**src/rtl/uart_reg_pkg.sv**
```systemverilog
// Shared definitions for the UART register bridge: response codes, FSM states
// and the command address legality check.
package uart_reg_pkg;

    localparam logic [7:0] RSP_ACK    = 8'hA5;
    localparam logic [7:0] RSP_ERR    = 8'hEE;
    localparam int         CMD_WR_BIT = 7;

    typedef enum logic [2:0] {
        IDLE,
        WR_DATA,
        COMMIT,
        RESP_LOAD,
        RESP_SEND,
        RESP_WAIT
    } bridge_state_t;

    // Unused command bits between the address field and the write flag must be zero.
    function automatic logic addr_legal(input logic [7:0] cmd, input int addr_w, input int num_regs);
        logic ok;
        ok = 1'b1;
        for (int i = 0; i < 7; i++) begin
            if (i >= addr_w && cmd[i]) ok = 1'b0;
        end
        if ((int'(cmd[6:0]) & ((1 << addr_w) - 1)) >= num_regs) ok = 1'b0;
        return ok;
    endfunction

endpackage

```
**src/rtl/uart_reg_bank.sv**
```systemverilog
// Register storage for the UART bridge: NUM_REGS words with one write port,
// a read mux and a flattened view of every word.
module uart_reg_bank
    import uart_reg_pkg::*;
#(
    parameter int DATA_W   = 16,
    parameter int ADDR_W   = 4,
    parameter int NUM_REGS = 12
) (
    input  logic                         clk,
    input  logic                         nRst,
    input  logic                         we,
    input  logic [ADDR_W-1:0]            waddr,
    input  logic [DATA_W-1:0]            wdata,
    input  logic [ADDR_W-1:0]            raddr,
    output logic [DATA_W-1:0]            rdata,
    output logic [NUM_REGS*DATA_W-1:0]   regs_q
);

    logic [DATA_W-1:0] mem [NUM_REGS];

    always_ff @(posedge clk) begin
        if (!nRst) begin
            for (int i = 0; i < NUM_REGS; i++) mem[i] <= '0;
        end else if (we) begin
            for (int i = 0; i < NUM_REGS; i++) begin
                if (waddr == ADDR_W'(i)) mem[i] <= wdata;
            end
        end
    end

    // Addresses beyond NUM_REGS read as zero; the bridge never exposes them anyway.
    always_comb begin
        rdata = '0;
        for (int i = 0; i < NUM_REGS; i++) begin
            if (raddr == ADDR_W'(i)) rdata = mem[i];
        end
    end

    always_comb begin
        regs_q = '0;
        for (int i = 0; i < NUM_REGS; i++) regs_q[i*DATA_W +: DATA_W] = mem[i];
    end

endmodule

```
**src/rtl/uart_reg_bridge.sv**
```systemverilog
// UART byte-command bridge to a register bank. Optional write-data timeout is
// enabled with the UART_REG_BRIDGE_TIMEOUT_EN macro.
//
// state     | meaning
// IDLE      | waiting for a command byte
// WR_DATA   | collecting write data bytes, MSB byte first
// COMMIT    | one cycle: write the word (if legal) and queue ACK/ERR
// RESP_LOAD | waiting for tx idle, then launch the next response byte
// RESP_SEND | one cycle after launch, tx_busy not yet trusted
// RESP_WAIT | waiting for the byte to finish, then next byte or IDLE
module uart_reg_bridge
    import uart_reg_pkg::*;
#(
    parameter int DATA_BYTES = 2,
    parameter int ADDR_W     = 4,
    parameter int NUM_REGS   = 12
`ifdef UART_REG_BRIDGE_TIMEOUT_EN
    , parameter int TIMEOUT_CYC = 1_000_000
`endif
) (
    input  logic                                clk,
    input  logic                                nRst,
    input  logic                                rx_valid,
    input  logic [7:0]                          rx_data,
    output logic                                tx_start,
    output logic [7:0]                          tx_data,
    input  logic                                tx_busy,
    output logic [NUM_REGS*8*DATA_BYTES-1:0]    regs_q,
    output logic                                wr_strobe,
    output logic [ADDR_W-1:0]                   wr_addr,
    output logic                                drop_err
);

    localparam int DATA_W = 8 * DATA_BYTES;
    localparam int CNT_W  = $clog2(DATA_BYTES + 1);

    bridge_state_t     state, state_nxt;
    logic [7:0]        cmd;
    logic [DATA_W-1:0] sr;
    logic [CNT_W-1:0]  cnt;
    logic [DATA_W-1:0] rd_data;
    logic              rx_legal, cmd_legal;
    logic              bank_we, tx_fire, byte_done, drop_hit, timeout;

    assign rx_legal  = addr_legal(rx_data, ADDR_W, NUM_REGS);
    assign cmd_legal = addr_legal(cmd, ADDR_W, NUM_REGS);

    uart_reg_bank #(
        .DATA_W   (DATA_W),
        .ADDR_W   (ADDR_W),
        .NUM_REGS (NUM_REGS)
    ) u_bank (
        .clk    (clk),
        .nRst   (nRst),
        .we     (bank_we),
        .waddr  (cmd[ADDR_W-1:0]),
        .wdata  (sr),
        .raddr  (rx_data[ADDR_W-1:0]),
        .rdata  (rd_data),
        .regs_q (regs_q)
    );

`ifdef UART_REG_BRIDGE_TIMEOUT_EN
    localparam int TMO_W = $clog2(TIMEOUT_CYC + 1);
    logic [TMO_W-1:0] tmo_cnt;

    always_ff @(posedge clk) begin
        if (!nRst) begin
            tmo_cnt <= '0;
        end else if (state == IDLE || rx_valid) begin
            tmo_cnt <= TMO_W'(TIMEOUT_CYC - 1);
        end else if (state == WR_DATA && tmo_cnt != '0) begin
            tmo_cnt <= tmo_cnt - TMO_W'(1);
        end
    end

    assign timeout = (state == WR_DATA) && !rx_valid && (tmo_cnt == '0);
`else
    assign timeout = 1'b0;
`endif

    always_ff @(posedge clk) begin
        if (!nRst) state <= IDLE;
        else       state <= state_nxt;
    end

    always_comb begin
        state_nxt = state;
        case (state)
            IDLE:      if (rx_valid) state_nxt = rx_data[CMD_WR_BIT] ? WR_DATA : RESP_LOAD;
            WR_DATA: begin
                if (timeout)
                    state_nxt = IDLE;
                else if (rx_valid && cnt == CNT_W'(DATA_BYTES - 1))
                    state_nxt = COMMIT;
            end
            COMMIT:    state_nxt = RESP_LOAD;
            RESP_LOAD: if (!tx_busy) state_nxt = RESP_SEND;
            RESP_SEND: state_nxt = RESP_WAIT;
            RESP_WAIT: if (!tx_busy) state_nxt = (cnt == CNT_W'(1)) ? IDLE : RESP_LOAD;
            default:   state_nxt = IDLE;
        endcase
    end

    always_comb begin
        bank_we   = (state == COMMIT) && cmd_legal;
        tx_fire   = (state == RESP_LOAD) && !tx_busy;
        byte_done = (state == RESP_WAIT) && !tx_busy;
        drop_hit  = rx_valid && (state inside {COMMIT, RESP_LOAD, RESP_SEND, RESP_WAIT});
    end

    // sr doubles as the write assembly register and the response shift register.
    always_ff @(posedge clk) begin
        if (!nRst) begin
            cmd       <= '0;
            sr        <= '0;
            cnt       <= '0;
            tx_start  <= 1'b0;
            tx_data   <= '0;
            wr_strobe <= 1'b0;
            wr_addr   <= '0;
            drop_err  <= 1'b0;
        end else begin
            tx_start  <= tx_fire;
            wr_strobe <= bank_we;
            if (tx_fire)  tx_data  <= sr[DATA_W-1 -: 8];
            if (bank_we)  wr_addr  <= cmd[ADDR_W-1:0];
            if (drop_hit) drop_err <= 1'b1;
            case (state)
                IDLE: begin
                    if (rx_valid) begin
                        cmd <= rx_data;
                        cnt <= '0;
                        if (!rx_data[CMD_WR_BIT]) begin
                            if (rx_legal) begin
                                sr  <= rd_data;
                                cnt <= CNT_W'(DATA_BYTES);
                            end else begin
                                sr  <= DATA_W'(RSP_ERR) << (DATA_W - 8);
                                cnt <= CNT_W'(1);
                            end
                        end
                    end
                end
                WR_DATA: begin
                    if (rx_valid) begin
                        sr  <= (sr << 8) | DATA_W'(rx_data);
                        cnt <= cnt + CNT_W'(1);
                    end
                end
                COMMIT: begin
                    sr  <= DATA_W'(cmd_legal ? RSP_ACK : RSP_ERR) << (DATA_W - 8);
                    cnt <= CNT_W'(1);
                end
                RESP_WAIT: begin
                    if (byte_done) begin
                        sr  <= sr << 8;
                        cnt <= cnt - CNT_W'(1);
                    end
                end
                default: ;
            endcase
        end
    end

endmodule

```
**config.mk**
```make
export PLATFORM = sky130hd
export DESIGN_NAME = uart_reg_bridge
export DESIGN_NICKNAME = d
export VERILOG_FILES = /design/src/rtl/uart_reg_pkg.sv /design/src/rtl/uart_reg_bank.sv /design/src/rtl/uart_reg_bridge.sv
export SDC_FILE = /design/constraint.sdc
export NUM_CORES = 1
export LEC_CHECK = 0
export ABC_AREA = 1
export CAP_MARGIN = 20
export CORE_MARGIN = 2
export CORE_UTILIZATION = 51
export CTS_BUF_LIST = sky130_fd_sc_hd__clkbuf_4 sky130_fd_sc_hd__clkbuf_8 sky130_fd_sc_hd__clkbuf_16
export CTS_CLUSTER_DIAMETER = 80
export DETAILED_ROUTE_END_ITERATION = 6
export GPL_ROUTABILITY_DRIVEN = 0
export PLACE_DENSITY = 0.8
export SYNTH_ARGS = -nofsm -noshare
export SYNTH_HDL_FRONTEND = slang
export SYNTH_SLANG_ARGS = --single-unit
```
**constraint.sdc**
```tcl
create_clock -name clk -period 2.47 [get_ports clk]
set_input_delay 0.247 -clock clk [delete_from_list [all_inputs] [get_ports clk]]
set_output_delay 0.247 -clock clk [all_outputs]
set_load 0.05 [all_outputs]
```
# Yosys cells after proc, flatten, opt, wreduce, memory -nomap -nowiden
# Memory sizes are Yosys's and may differ from the RTL's.
# Index checks and enable logic that the tools add are counted.
dict set report word_totals {
  in_bits 12
  wordCells 178
  register_bits 43
  mem_bits_rw 192
  out_inout_bits 207
  n_memories 1
}
dict set report classes {
  add_sub_neg 2
  eq_ne 35
  n_bitwise 13
  n_lt_le_gt_ge 2
  mux 101
  reduce_logical 15
}
# memory depth word_bits rd rd_clocked_by_memory_dff write_ports line_no
set memory_table {}
lappend memory_table {u_bank.mem 12 16 12 0 12 uart_reg_bank.sv:20} ;# logic [DATA_W-1:0] mem [NUM_REGS];
# operator count
set ops {}
lappend ops {{two-way mux 16 bit} 29}
lappend ops {{one-hot mux 16 bit (4 select lines)} 1}
lappend ops {{two-way mux 1 bit} 57}
lappend ops {{equality test 4 x 3 -> 1 bit, second input constant} 8}
lappend ops {{equality test 4 bit, second input constant} 8}
lappend ops {{one-hot mux 3 bit (6 select lines)} 1}
lappend ops {{equality test 4 x 2 -> 1 bit, second input constant} 4}
lappend ops {{OR 16 x 8 -> 16 bit} 1}
lappend ops {{two-way mux 2 bit} 7}
lappend ops {{!= test 2 bit, second input constant} 7}
lappend ops {{two-way mux 3 bit} 4}
lappend ops {{OR 1 bit} 12}
lappend ops {{equality test 4 x 1 -> 1 bit, second input constant} 2}
lappend ops {{greater-or-equal comparator 4 bit, second input constant} 2}
lappend ops {{logical NOT 4 bit} 2}
lappend ops {{one-hot mux 2 bit (4 select lines)} 1}
lappend ops {{AND reduction 4 bit} 2}
lappend ops {{nonzero test 4 bit} 2}
lappend ops {{two-way mux 7 bit} 1}
lappend ops {{equality test 3 x 2 -> 1 bit, second input constant} 2}
lappend ops {{equality test 3 bit, second input constant} 2}
lappend ops {{logical AND 1 bit} 5}
lappend ops {{AND reduction 5 bit} 1}
lappend ops {{equality test 3 x 1 -> 1 bit, second input constant} 1}
lappend ops {{6 further kinds} 6}

# Depth between registers and ports, before layout
dict set report depth {
  depth_word 17
  mapped_depth 15
  mapped_depth_nobuf 15
}

# By module
# A second synthesis with hierarchy kept.
dict set report hier_totals {
  hier_cells 1154
  area_unflattened_um2 10580.1
}
# mod cells_each area_per_inst_um2 seq_area_each_um2 n_inst
set by_module_without_submodules {}
lappend by_module_without_submodules {uart_reg_bank 860 8594.5 5765.5 1}
lappend by_module_without_submodules {uart_reg_bridge 294 1985.7 860.8 1}

# Worst setup path after synthesis
# No wires, ideal clock.
dict set report synth_path {
  path_kind {flip-flop to flip-flop}
  from {reg state[2]}
  to {mem u_bank.mem[8][0], in the netlist u_bank.mem[0][128] (enable)}
  t_arrival_ps 1839
  path_buffers 2
  setup_time_ps 372
  required_time_ps 2098
  synth_period_minus_slack_ps 2211
  slack_ps 259
  path_stages_with_launch 12
  cell_sequence {dfxtp_1 -> buf_2 -> nor2_1 -> inv_2 -> nor2_4 -> inv_2 -> nor2_2 -> inv_2 -> nor3_4 -> nand2_2 -> buf_2 -> nand2_1}
}
# element line_no
set synth_lines {}
lappend synth_lines {{from (decl)} uart_reg_bridge.sv:37} ;# bridge_state_t state, state_nxt;
lappend synth_lines {{from (signal assigned)} uart_reg_bridge.sv:84} ;# else state <= state_nxt;
lappend synth_lines {{to (decl)} uart_reg_bank.sv:20}

==> metrics <==
PwrDens=848 nW/µm²; CP startpoint kind=register; placed instance area=13000 µm²; CP dominant cell by count=inv_2; Worst R2R Path Depth=9; async set or reset register ratio after synthesis=0%; total CTS buffers=24; post-cts gate resize count=0; Vias/cell=5.77; post-synthesis cell count=1083; die extent in y=146 µm; Max-slew headroom=60.8%; antenna violations before repair=0; R2R Path Start=state[1]; worst hold path type=in2reg; R2R setup slack=0.15 ns; outcome=finished clean; slowest CP cell=dfxtp_1; hold path start=rx_data[6]; DR iter-0 viols=1357; met1 wire length=11.9 mm; drt drc=0; Avg WL per Cell=21.1 µm; Initial Util=52.4%; GR Util All Layers=31.1%; Syn Area/Cell=9.52 µm²; total wire length=34.0 mm; Cell variety after synth=32; fin cells=1615; Worst R2R End=u_bank.mem[0][9]; nets=1347; critical path, cell by cell=inv_1 > nor2_4 > inv_2 > nor2_2 > inv_2 > nor3_4 > nand2_2 > nand2_1 > buf_4; # hold bufs at CTS=0; synthesis-stage register bit count=235; Row Count=51; CP max FO=16; register area share after synthesis=64.3%; CTS tree=built; worst setup slack after layout=0.147 ns; Hold WS=0.402 ns; n_diodes=0; fin crit share=94.0%; Core Box Area=19700 µm²; total gr overflow=0; DR top layer=met4; first-pass GRT wire length=50.9 mm; met3 wire length=4.46 mm; Final ANT Viol Nets=0; Leakage=5.34 nW; Final Core Density=70.1%; syn_nets=1096; CTS clk-pin slew, worst paths=0.06 ns; CTS root buf=clkbuf_16; endpoint class of the critical path=register; CP Data Arrival Time=2.52 ns; Syn-to-layout area delta=33.7%; largest net degree at the start of global routing=49; Post-Syn Area=10300 µm²; peak supply drop=0.496 mV; Setup-failing EPs final=0; Final Total Pwr=11.7 mW; Final Hold Viols=0; Slew @ Worst Pin=0.586 ns; Post-CTS Repair Setup Buffers=0; critical path data required time=2.67 ns; Port Buf Inserts=218; die area=21400 µm²; Final Max Slew Viols=0; detailed placer's ending HPWL=24.4 mm; Vias=9323; clk_lat worst skew=0.52 ns; Die Width=146 µm; Place WS=-0.173 ns; Top FF cell, synth=edfxtp_1; final instance area=13800 µm²; fraction of layout cells with a size suffix above 1=9.56%; 1st-pass router iterations=6; RSZ-0062 raised after global routing=false; CTS Sinks=235; Max Root-Sink Buffers=3; Reg area=6630 µm²; maximum level of the CTS H-tree=1; routed wl met2=16.3 mm; Worst setup endpoint=u_bank.mem[0][9]; number of synthesized flops with an enable pin=192; I/O pin cnt=219; multi-input logic area=3080 µm²; max incr delay on CP=0.47 ns; placed cells=1571; Final Skew=0.0168 ns; CP Class=reg2reg; post-route setup TNS=0 ns; # fillers=1436; vias in the first global route=9001; Final Critical Period=2.32 ns; Max Cap Viol=0; CP startpoint=state[1]; Max Fclk=431 MHz; Synth warnings=0
[final cells by class]
class                      instances  area share, %
sequential                       235           48.1
multi-input combinational        709           22.4
timing repair buffer             278           19.3
clock buffer                      29           4.63
tap                              265           2.41
inverter                          86           2.34
clock inverter                    13          0.872
[synthesized netlist by cell type, types with 11 or more instances]
| cell | instances | area [µm²] |
|---|---|---|
| nand4_1 | 24 | 150 |
| a21oi_1 | 68 | 340 |
| nor3_1 | 13 | 65.1 |
| clkbuf_1 | 31 | 116 |
| nand2_2 | 11 | 68.8 |
| edfxtp_1 | 192 | 5770 |
| buf_2 | 13 | 65.1 |
| inv_1 | 80 | 300 |
| nor2_1 | 286 | 1070 |
| o21ai_0 | 21 | 105 |
| dfxtp_1 | 43 | 861 |
| nand2_1 | 217 | 815 |
| nand3_1 | 32 | 160 |
[worst min-delay path by stage]
stage | cells after the start | end
after floorplan | 2 | cmd[4]
after global placement | 1 | drop_err
after detailed placement | 1 | drop_err
after CTS | 3 | cmd[6]
after global routing | 3 | cmd[5]
final | 3 | cmd[6]
[layout by cell type (no fill, tap or decap), drive strengths merged, types with 12 or more instances in the layout]
cell / instances
nand2: 228
buf: 60
edfxtp: 192
nand4: 24
clkdlybuf4s50: 218
a21oi: 68
clkinv: 12
nor3: 16
inv: 84
nor2: 295
o21ai: 22
dfxtp: 43
nand3: 32
clkbuf: 29
[per-layer routing]
| metal | track usage, % | vias to the layer above |
|---|---|---|
| met3 | 5.53 | 102 |
| met4 | 11.7 | 0 |
| met1 | 41.1 | 4352 |
| met2 | 51.7 | 804 |
| li1 | - | 4065 |
| met5 | 0 | - |
[report_power, final]
part,switching (mW),internal (mW)
clock,1.50,2.04
sequential,0.354,4.72
combinational,2.21,0.859
total,4.06,7.63
[registers in the layout (all words and copies together), names as in the netlist]
signal and flops:
u_bank.mem 192, wr_addr 4, state 3, cnt 2, tx_data 8, wr_strobe 1
cmd 7, tx_start 1, sr 16, drop_err 1
[kinds of logic after synthesis]
logic type               share of synthesized area, %
AND/OR/NAND/NOR                                  24.4
flip-flops                                       64.3
buffers and inverters                            5.80
AO/OA/AOI/OAI                                    5.39
adder cells (fa/ha/maj)                         0.121
[critical path, delay by kind of cell (launching register included)]
family	cells	cell delay, ns
simple gates	5	0.87
buf+inv	4	0.66
flops	1	0.47
(Power assumes the default switching activity.)
